==> src/rtl/machine_pkg.sv <==
// Shared types and default geometry for the message display path
// (converter and scroller top levels both pull their defaults from here).
package machine_pkg;
  typedef logic [7:0] seg_t;

  localparam seg_t SEG_BLANK = 8'h00;

  localparam int unsigned DEF_DIGITS      = 4;
  localparam int unsigned DEF_REFRESH_DIV = 50000;
  localparam int unsigned DEF_SCROLL_DIV  = 25000000;

  function automatic seg_t seg_drive(input seg_t s, input bit active_low);
    return active_low ? ~s : s;
  endfunction
endpackage

==> src/rtl/machine_tick_div.sv <==
// Free-running divider: one-cycle pulse on the last count of every DIV cycles.
module machine_tick_div #(
  parameter int unsigned DIV = 2
) (
  input  logic clk,
  input  logic rst,
  output logic tick
);
  localparam int unsigned W = $clog2(DIV);
  localparam logic [W-1:0] LAST = W'(DIV - 1);

  logic [W-1:0] cnt;

  always_ff @(posedge clk) begin
    if (rst)
      cnt <= '0;
    else if (cnt == LAST)
      cnt <= '0;
    else
      cnt <= cnt + W'(1);
  end

  assign tick = (cnt == LAST);
endmodule

==> src/rtl/machine_seg_scroller.sv <==
// Scrolls accepted segment patterns right-to-left across a multiplexed
// seven-segment display; one pending byte is held until the next scroll step.
module machine_seg_scroller
  import machine_pkg::*;
#(
  parameter int unsigned DIGITS         = DEF_DIGITS,
  parameter int unsigned REFRESH_DIV    = DEF_REFRESH_DIV,
  parameter int unsigned SCROLL_DIV     = DEF_SCROLL_DIV,
  parameter bit          SEG_ACTIVE_LOW = 1'b1
) (
  input  logic              system1000,
  input  logic              system1000_rst,
  input  logic [7:0]        seg_in,
  input  logic              seg_valid,
  output logic              seg_ready,
  output logic [7:0]        seg_out,
  output logic [DIGITS-1:0] an_out
);
  localparam int unsigned IW = (DIGITS > 1) ? $clog2(DIGITS) : 1;

  seg_t            disp_buf [DIGITS];
  seg_t            pend;
  logic            pend_v;
  logic [IW-1:0]   dig_idx;
  logic            scroll_tick;
  logic            ref_tick;
  logic            accept;
  logic [DIGITS-1:0] an_hot;

  machine_tick_div #(.DIV(SCROLL_DIV)) scroll_div (
    .clk  (system1000),
    .rst  (system1000_rst),
    .tick (scroll_tick)
  );

  machine_tick_div #(.DIV(REFRESH_DIV)) refresh_div (
    .clk  (system1000),
    .rst  (system1000_rst),
    .tick (ref_tick)
  );

  assign seg_ready = ~pend_v;
  assign accept    = seg_valid & ~pend_v;

  // A tick and an accept can coincide only with pend_v=0: blank shifts in,
  // the new byte waits in pend for the following tick.
  always_ff @(posedge system1000) begin
    if (system1000_rst) begin
      for (int unsigned i = 0; i < DIGITS; i++)
        disp_buf[i] <= SEG_BLANK;
      pend   <= SEG_BLANK;
      pend_v <= 1'b0;
    end else begin
      if (scroll_tick) begin
        for (int unsigned i = 1; i < DIGITS; i++)
          disp_buf[i] <= disp_buf[i-1];
        disp_buf[0] <= pend_v ? pend : SEG_BLANK;
      end
      if (accept) begin
        pend   <= seg_in;
        pend_v <= 1'b1;
      end else if (scroll_tick) begin
        pend_v <= 1'b0;
      end
    end
  end

  always_ff @(posedge system1000) begin
    if (system1000_rst)
      dig_idx <= '0;
    else if (ref_tick)
      dig_idx <= (dig_idx == IW'(DIGITS - 1)) ? '0 : dig_idx + IW'(1);
  end

  always_comb begin
    an_hot          = '0;
    an_hot[dig_idx] = 1'b1;
  end

  always_ff @(posedge system1000) begin
    if (system1000_rst) begin
      seg_out <= seg_drive(SEG_BLANK, SEG_ACTIVE_LOW);
      an_out  <= SEG_ACTIVE_LOW ? ~DIGITS'(1) : DIGITS'(1);
    end else begin
      seg_out <= seg_drive(disp_buf[dig_idx], SEG_ACTIVE_LOW);
      an_out  <= SEG_ACTIVE_LOW ? ~an_hot : an_hot;
    end
  end
endmodule
==> config.mk <==
export PLATFORM = sky130hd
export DESIGN_NAME = machine_seg_scroller
export DESIGN_NICKNAME = d
export VERILOG_FILES = /design/src/rtl/machine_pkg.sv /design/src/rtl/machine_tick_div.sv /design/src/rtl/machine_seg_scroller.sv
export SDC_FILE = /design/constraint.sdc
export NUM_CORES = 1
export LEC_CHECK = 0
export CORE_MARGIN = 5
export CORE_UTILIZATION = 55
export DETAILED_ROUTE_END_ITERATION = 7
export PLACE_DENSITY = 0.86
export SLEW_MARGIN = 15
export SYNTH_ARGS = -nofsm -noshare
export SYNTH_HDL_FRONTEND = slang
export SYNTH_SLANG_ARGS = --single-unit
==> constraint.sdc <==
create_clock -name system1000 -period 3.8 [get_ports system1000]
set_input_delay 0.76 -clock system1000 [delete_from_list [all_inputs] [get_ports system1000]]
set_output_delay 0.76 -clock system1000 [all_outputs]
set_load 0.05 [all_outputs]
==> reports/results.ini, run 1 <==
[synthesis]
synthSimpleGateAreaFrac_pct = 23.5
synth_xor_area_share_pct = 5.17
synth_compound_area_share_pct = 3.94
synth_top_family_by_area = simple AND/OR/NAND/NOR gates
yosys_register_bits = 98
syn_inst = 370
yosysSeqAreaShare_pct = 56.1
synth_warnings = 0
synth_fa_ha_area_share_pct = 1.85
avgSynthCellArea_um2 = 11.0
synth.distinct_cells = 38
synthMuxAreaShare_pct = 6.64
netlist_area_um2 = 4070
synth_nets = 387

[routing]
drc = 0
vias_per_cell = 5.61
wl_per_cell_um = 14.4
dr.first_iter.drc_count = 127
num_vias = 2762
first_pass_iters = 4
wl_um = 7060
ant_nets = 0

[timing]
finalMaxSlewViolations = 0
fin_crit_ns = 2.49
slew_headroom_pct = 40.1
rsz0062_at_grt = false
timing.final.crit_share_pct = 65.4
hold_viol_final = 0
max_freq_mhz = 402
skew_ns = 0.0156
worst_pin_slew_ns = 0.896
final.setup.tns_ns = 0
setup_violations = 0

[critical_path]
start_kind = flop
worstPathArrival_ns = 1.73
worstPathRequired_ns = 3.04
worstPathMaxFanout = 11
worstSetupPathType = flop to output pin
end_kind = output pin

[floorplan]
initial_core_util_pct = 56.4
ioPinCount = 24
row_count = 31
die_w_um = 96.0
coreArea_um2 = 7210
fp.dieH_um = 96.0
die_area_um2 = 9220

[clock_tree]
cts_buffers = 9
cts_tree = done
ctsResizeCount = 0
cts_buffer_depth = 2
cts_sinks = 98
cts_setup_buffers = 0
holdBufCountCts = 0
cts-root-buf = clkbuf_8
htreeDepth = 3
path_clk_slew_ns = 0.10
clock_latency_ns = 0.37

[outcome]
status = finished clean

[grt]
grt_max_degree = 34
antenna_found_initial = 0
grt_pass1_vias = 2682
track_usage_pct = 17.2
grt-ovfl-total = 0
grt_pass1_wl_um = 12300

[layout]
drive_gt1_share_pct = 8.14
fill_cells = 565
multi_input_area_um2 = 1690
n_antenna_cell = 0
final_common_cell = dfxtp_1
instances_no_fill = 492
most-common-layout-cells = dfxtp_1, nor2_1, edfxtp_1, and2_1, clkdlybuf4s50_1
seq_area_um2 = 2280
area_delta_synth_final_pct = 12.2
nets = 405

[power]
total_power_mw = 1.87
p_leak_nw = 1.59
vdd_ir_drop_max_mv = 0.201
powerDensity_nw_per_um2 = 410

[min_path]
hp-class = flop to flop

[placed_design]
gp_congestion = 0.853
portBuffers = 23
placedCellCount = 476
place_hpwl_um = 4810

[run]
drv_cap = 0

-- critical path, cell delays in order, from the launching register on --
cell	delay, ns
dfxtp_1	0.41
inv_1	0.14
clkdlybuf4s50_1	0.82
-- per-layer routing --
metal,part of all wire (%),vias up,track usage [%]
li1,-,1357,-
met1,45,1330,22.4
met2,49,64,27.9
met3,4.6,11,3.60
met4,1.8,0,7.11
met5,0,-,0
-- cells in the mapped netlist (all sizes together) --
cell type | n | area [um^2]
nand4b | 2 | 17.5
nand3 | 13 | 65.1
ha | 6 | 75.1
and4 | 5 | 43.8
xnor2 | 11 | 96.3
nand2b | 12 | 75.1
nand4 | 15 | 93.8
clkbuf | 15 | 67.6
o21bai | 1 | 7.51
nor3 | 8 | 40.0
nand2 | 14 | 52.6
mux4 | 8 | 180
or3 | 8 | 50.1
and3 | 15 | 93.8
buf | 4 | 25.0
or4 | 6 | 48.8
dfxtp | 66 | 1320
o31ai | 4 | 30.0
nor2b | 1 | 6.26
nor4 | 2 | 12.5
nand4bb | 1 | 11.3
nor4b | 2 | 17.5
and2 | 24 | 150
inv | 6 | 22.5
or4b | 1 | 10.0
a21oi | 14 | 73.8
o41ai | 1 | 8.76
nor4bb | 1 | 10.0
edfxtp | 32 | 961
o21ai | 8 | 40.0
nor2 | 42 | 158
mux2i | 9 | 90.1
xor2 | 13 | 114
-- cell families (layout without fill, tap and decap cells) --
family	Yosys count	in the layout
XOR/XNOR	24	24
flip-flops	98	98
AND/OR/NAND/NOR	172	172
AO/OA/AOI/OAI	28	28
multiplexers	17	17
adder cells (fa/ha/maj)	6	6
buffers and inverters	25	48
-- state kept, by name (all words and copies together) (netlist names), named ones only --
signal and cells:
an_out 4, refresh_div.cnt 16, pend 8, seg_out 8, pend_v 1, dig_idx 2, scroll_div.cnt 25, disp_buf 32
-- power breakdown --
group	internal [mW]	switching, mW
logic	0.0401	0.0528
registers	1.11	0.0181
clock network	0.256	0.392
total	1.41	0.463
-- per-stage QoR --
stage / area [um^2] / setup WS, ns / util (%) / hold slack, ns
final: 4560 / 1.31 / 63.3 / 0.446
after global routing: 4560 / 1.16 / 63.3 / 0.461
after CTS: 4560 / 1.31 / 63.3 / 0.448
after detailed placement: 4370 / 1.34 / 60.6 / 0.433
after global placement: 4370 / 1.38 / 60.6 / 0.424
after floorplan: 4070 / 1.64 / - / 0.413
-- final timing paths --
path                            end  slack, ns               start  cells after the start
setup / recovery          seg_ready       1.31              pend_v                      2
hold / removal    scroll_div.cnt[0]       0.45   scroll_div.cnt[0]                      1
setup reg to reg  scroll_div.cnt[5]       1.37  scroll_div.cnt[11]                      5
hold reg to reg   scroll_div.cnt[0]       0.45   scroll_div.cnt[0]                      1
-- cell type report --
cell class	count	share of cell area (%)
Clock buffer	9	2.71
Clock inverter	7	1.56
Inverter	6	0.493
Multi-Input combinational cell	247	37.0
Sequential cell	98	50.0
Tap cell	99	2.71
Timing Repair Buffer	26	5.54
No activity file was read; power rests on OpenSTA's default activity.
==> inputs of run 2 (changes only) <==
--- a/config.mk
+++ b/config.mk
@@ -6,7 +6,7 @@
 export NUM_CORES = 1
 export LEC_CHECK = 0
 export CORE_MARGIN = 5
-export CORE_UTILIZATION = 55
+export CORE_UTILIZATION = 53
 export DETAILED_ROUTE_END_ITERATION = 7
 export PLACE_DENSITY = 0.86
 export SLEW_MARGIN = 15
==> constraint.sdc (replaced) <==
create_clock -name system1000 -period 2.2 [get_ports system1000]
set_input_delay 0.44 -clock system1000 [delete_from_list [all_inputs] [get_ports system1000]]
set_output_delay 0.44 -clock system1000 [all_outputs]
set_load 0.05 [all_outputs]
==> run 2 against run 1 <==
Effect of this change:
- sequential power grew 73%
- global-route usage shrank 0.40 points
- combinational power grew 91%
- setup slack lost 1.1 ns
- critical endpoint is now disp_buf[3][7]
- highest routed layer unchanged
- via count grew 5.7%
==> reports/results.ini, run 2 (synthesized netlist as in run 1, its figures left out) <==
[clock_tree]
htreeDepth = 3  ; unchanged
cts-root-buf = clkbuf_8
cts_buffers = 9  ; unchanged
cts_tree = done
path_clk_slew_ns = 0.10  ; about the same
cts_sinks = 98  ; unchanged
cts_setup_buffers = 0  ; unchanged
cts_buffer_depth = 2  ; unchanged
clock_latency_ns = 0.37  ; about the same

[placed_design]
gp_congestion = 0.846  ; -0.80%
portBuffers = 23  ; unchanged
dp_slack_ns = -0.0780  ; -1.41 ns
placedCellCount = 508  ; +6.7%
dpl_cell_area_um2 = 4620  ; +5.6%
place_hpwl_um = 5270  ; +9.6%

[critical_path]
worstSetupPathType = flop to flop
end_kind = flop
start_kind = flop
crit_chain = nor4b_1, nand4_1, buf_4, o21bai_4, buf_12
crit_slowest_cell = nor4b_1
worstPathRequired_ns = 2.27  ; -0.77 ns
worstPathArrival_ns = 2.09  ; +0.36 ns
worstPathMaxFanout = 32  ; +21
max_stage_delay_ns = 0.40  ; -0.42 ns

[timing]
max_freq_mhz = 495
hold_viol_final = 0  ; unchanged
final.setup.tns_ns = 0  ; unchanged
rsz0062_at_grt = false
fin_crit_ns = 2.02
setup_violations = 0  ; unchanged
worst_pin_slew_ns = 0.500  ; -0.396 ns
fin_ws_ns = 0.181  ; -1.13 ns
timing.final.crit_share_pct = 91.8
slew_headroom_pct = 66.5  ; +26 points
hold_ws_ns = 0.455  ; +0.00881 ns
skew_ns = 0.0151  ; -0.000565 ns
finalMaxSlewViolations = 0  ; unchanged

[floorplan]
row_count = 32  ; +3.2%
initial_core_util_pct = 53.5  ; -2.9 points
die_w_um = 97.6  ; +1.7%
fp.dieH_um = 97.6  ; +1.7%
ioPinCount = 24  ; unchanged
die_area_um2 = 9530  ; +3.4%
coreArea_um2 = 7610  ; +5.4%

[power]
vdd_ir_drop_max_mv = 0.340  ; +69%
total_power_mw = 3.26  ; +74%
combPwrFrac_pct = 5.4  ; +0.4 points
p_leak_nw = 1.76  ; +11%
switching_power_mw = 0.816  ; +76%
p_sw_share_pct = 25.0  ; +0.30 points
p_int_mw = 2.44  ; +74%
p_seq_share_pct = 59.9  ; -0.5 points
powerDensity_nw_per_um2 = 675  ; +65%
clockPowerShare_pct = 34.6  ; about the same

[grt]
use_met1_pct = 20.7  ; -1.7 points
grt.busiest_layer = met2
gr-usage-met3_pct = 3.88  ; +0.28 points
met2_usage_pct = 28.0  ; +0.10 points
grt_pass1_vias = 2766  ; +3.1%
antenna_found_initial = 0  ; unchanged
grt_max_degree = 33  ; -2.9%
grt_pass1_wl_um = 12900  ; +5.0%
track_usage_pct = 16.8  ; -0.40 points
grt-ovfl-total = 0  ; unchanged

[routing]
wl_um = 7680  ; +8.7%
vias_per_cell = 5.56  ; -0.92%
wl_per_cell_um = 14.6  ; +1.8%
ant_nets = 0  ; unchanged
drc = 0  ; unchanged
first_pass_iters = 5  ; +1
dr.first_iter.drc_count = 177  ; +39%
num_vias = 2920  ; +5.7%

[layout]
nets = 435  ; +7.4%
final_common_cell = dfxtp_1
final_util_pct = 63.4  ; +0.17 points
most-common-layout-cells = dfxtp_1, nor2_1, edfxtp_1, buf_4, and2_1
area_delta_synth_final_pct = 18.6
n_antenna_cell = 0  ; unchanged
drive_gt1_share_pct = 14.7  ; +6.5 points
fin_area_um2 = 4830  ; +5.7%
largest-register = disp_buf
reg.largest.list = disp_buf x32, scroll_div.cnt x25, refresh_div.cnt x16
instances_no_fill = 525  ; +6.7%
fill_cells = 575  ; +1.8%
largest_register_ffs = 32  ; unchanged

[run]
drv_cap = 0  ; unchanged

[outcome]
status = finished clean

[min_path]
hp-class = flop to flop

[run 2: changes by cell type in the layout (fill, tap and decap cells not counted), sizes merged]
cell	change
dlygate4sd2	+1
buf	+29
clkdlybuf4s50	-1
nor3	+1
inv	+1
clkinv	-1
[run 2: repair_timing]
action	in CTS	in global routing
endpoints found under the setup margin	13	12
resized for setup	2	0
pin swaps	0	1
hold buffers	0	0
gates cloned	0	1
[run 2: final cells by class]
cell class,count,area (um^2),area share [%]
clock buffers,9,124,2.57
flip-flops and latches,98,2280,47.3
multi-input cells,248,1700,35.3
well taps,102,128,2.64
repair buffers,55,494,10.2
inverters,6,22.5,0.467
clock inverters,7,71.3,1.48
[run 2: power groups by stage]
| stage | clock, mW | sequential [mW] | combinational (mW) |
|---|---|---|---|
| floorplan | 0 | 2.01 | 0.0864 |
| global placement | 0 | 1.99 | 0.173 |
| detailed placement | 0 | 1.99 | 0.177 |
| CTS | 1.15 | 1.95 | 0.178 |
| global route | 1.23 | 1.96 | 0.191 |
| finish | 1.13 | 1.95 | 0.177 |
[run 2: path summary, 6_finish.rpt]
| kind | depth (start not counted) | to | slack [ns] | start |
|---|---|---|---|---|
| worst max-delay path | 5 | disp_buf[3][7] | 0.18 | scroll_div.cnt[7] |
| worst min-delay path | 1 | scroll_div.cnt[0] | 0.46 | scroll_div.cnt[0] |
| worst max register to register | 5 | disp_buf[3][7] | 0.18 | scroll_div.cnt[7] |
| worst min register to register | 1 | scroll_div.cnt[0] | 0.46 | scroll_div.cnt[0] |
[run 2: critical path: cells and delay by family (launching register included)]
kind                   cells  cell delay [ns]
AND/OR/NAND/NOR            2             0.74
AO/OA/AOI/OAI              1             0.17
flip-flops                 1             0.33
buffers and inverters      2             0.47
[run 2: routing by layer]
| metal | part of all wire (%) | vias to the layer above |
|---|---|---|
| met2 | 51 | 82 |
| li1 | - | 1414 |
| met1 | 41 | 1408 |
| met5 | 0 | - |
| met3 | 5.3 | 16 |
| met4 | 2.7 | 0 |
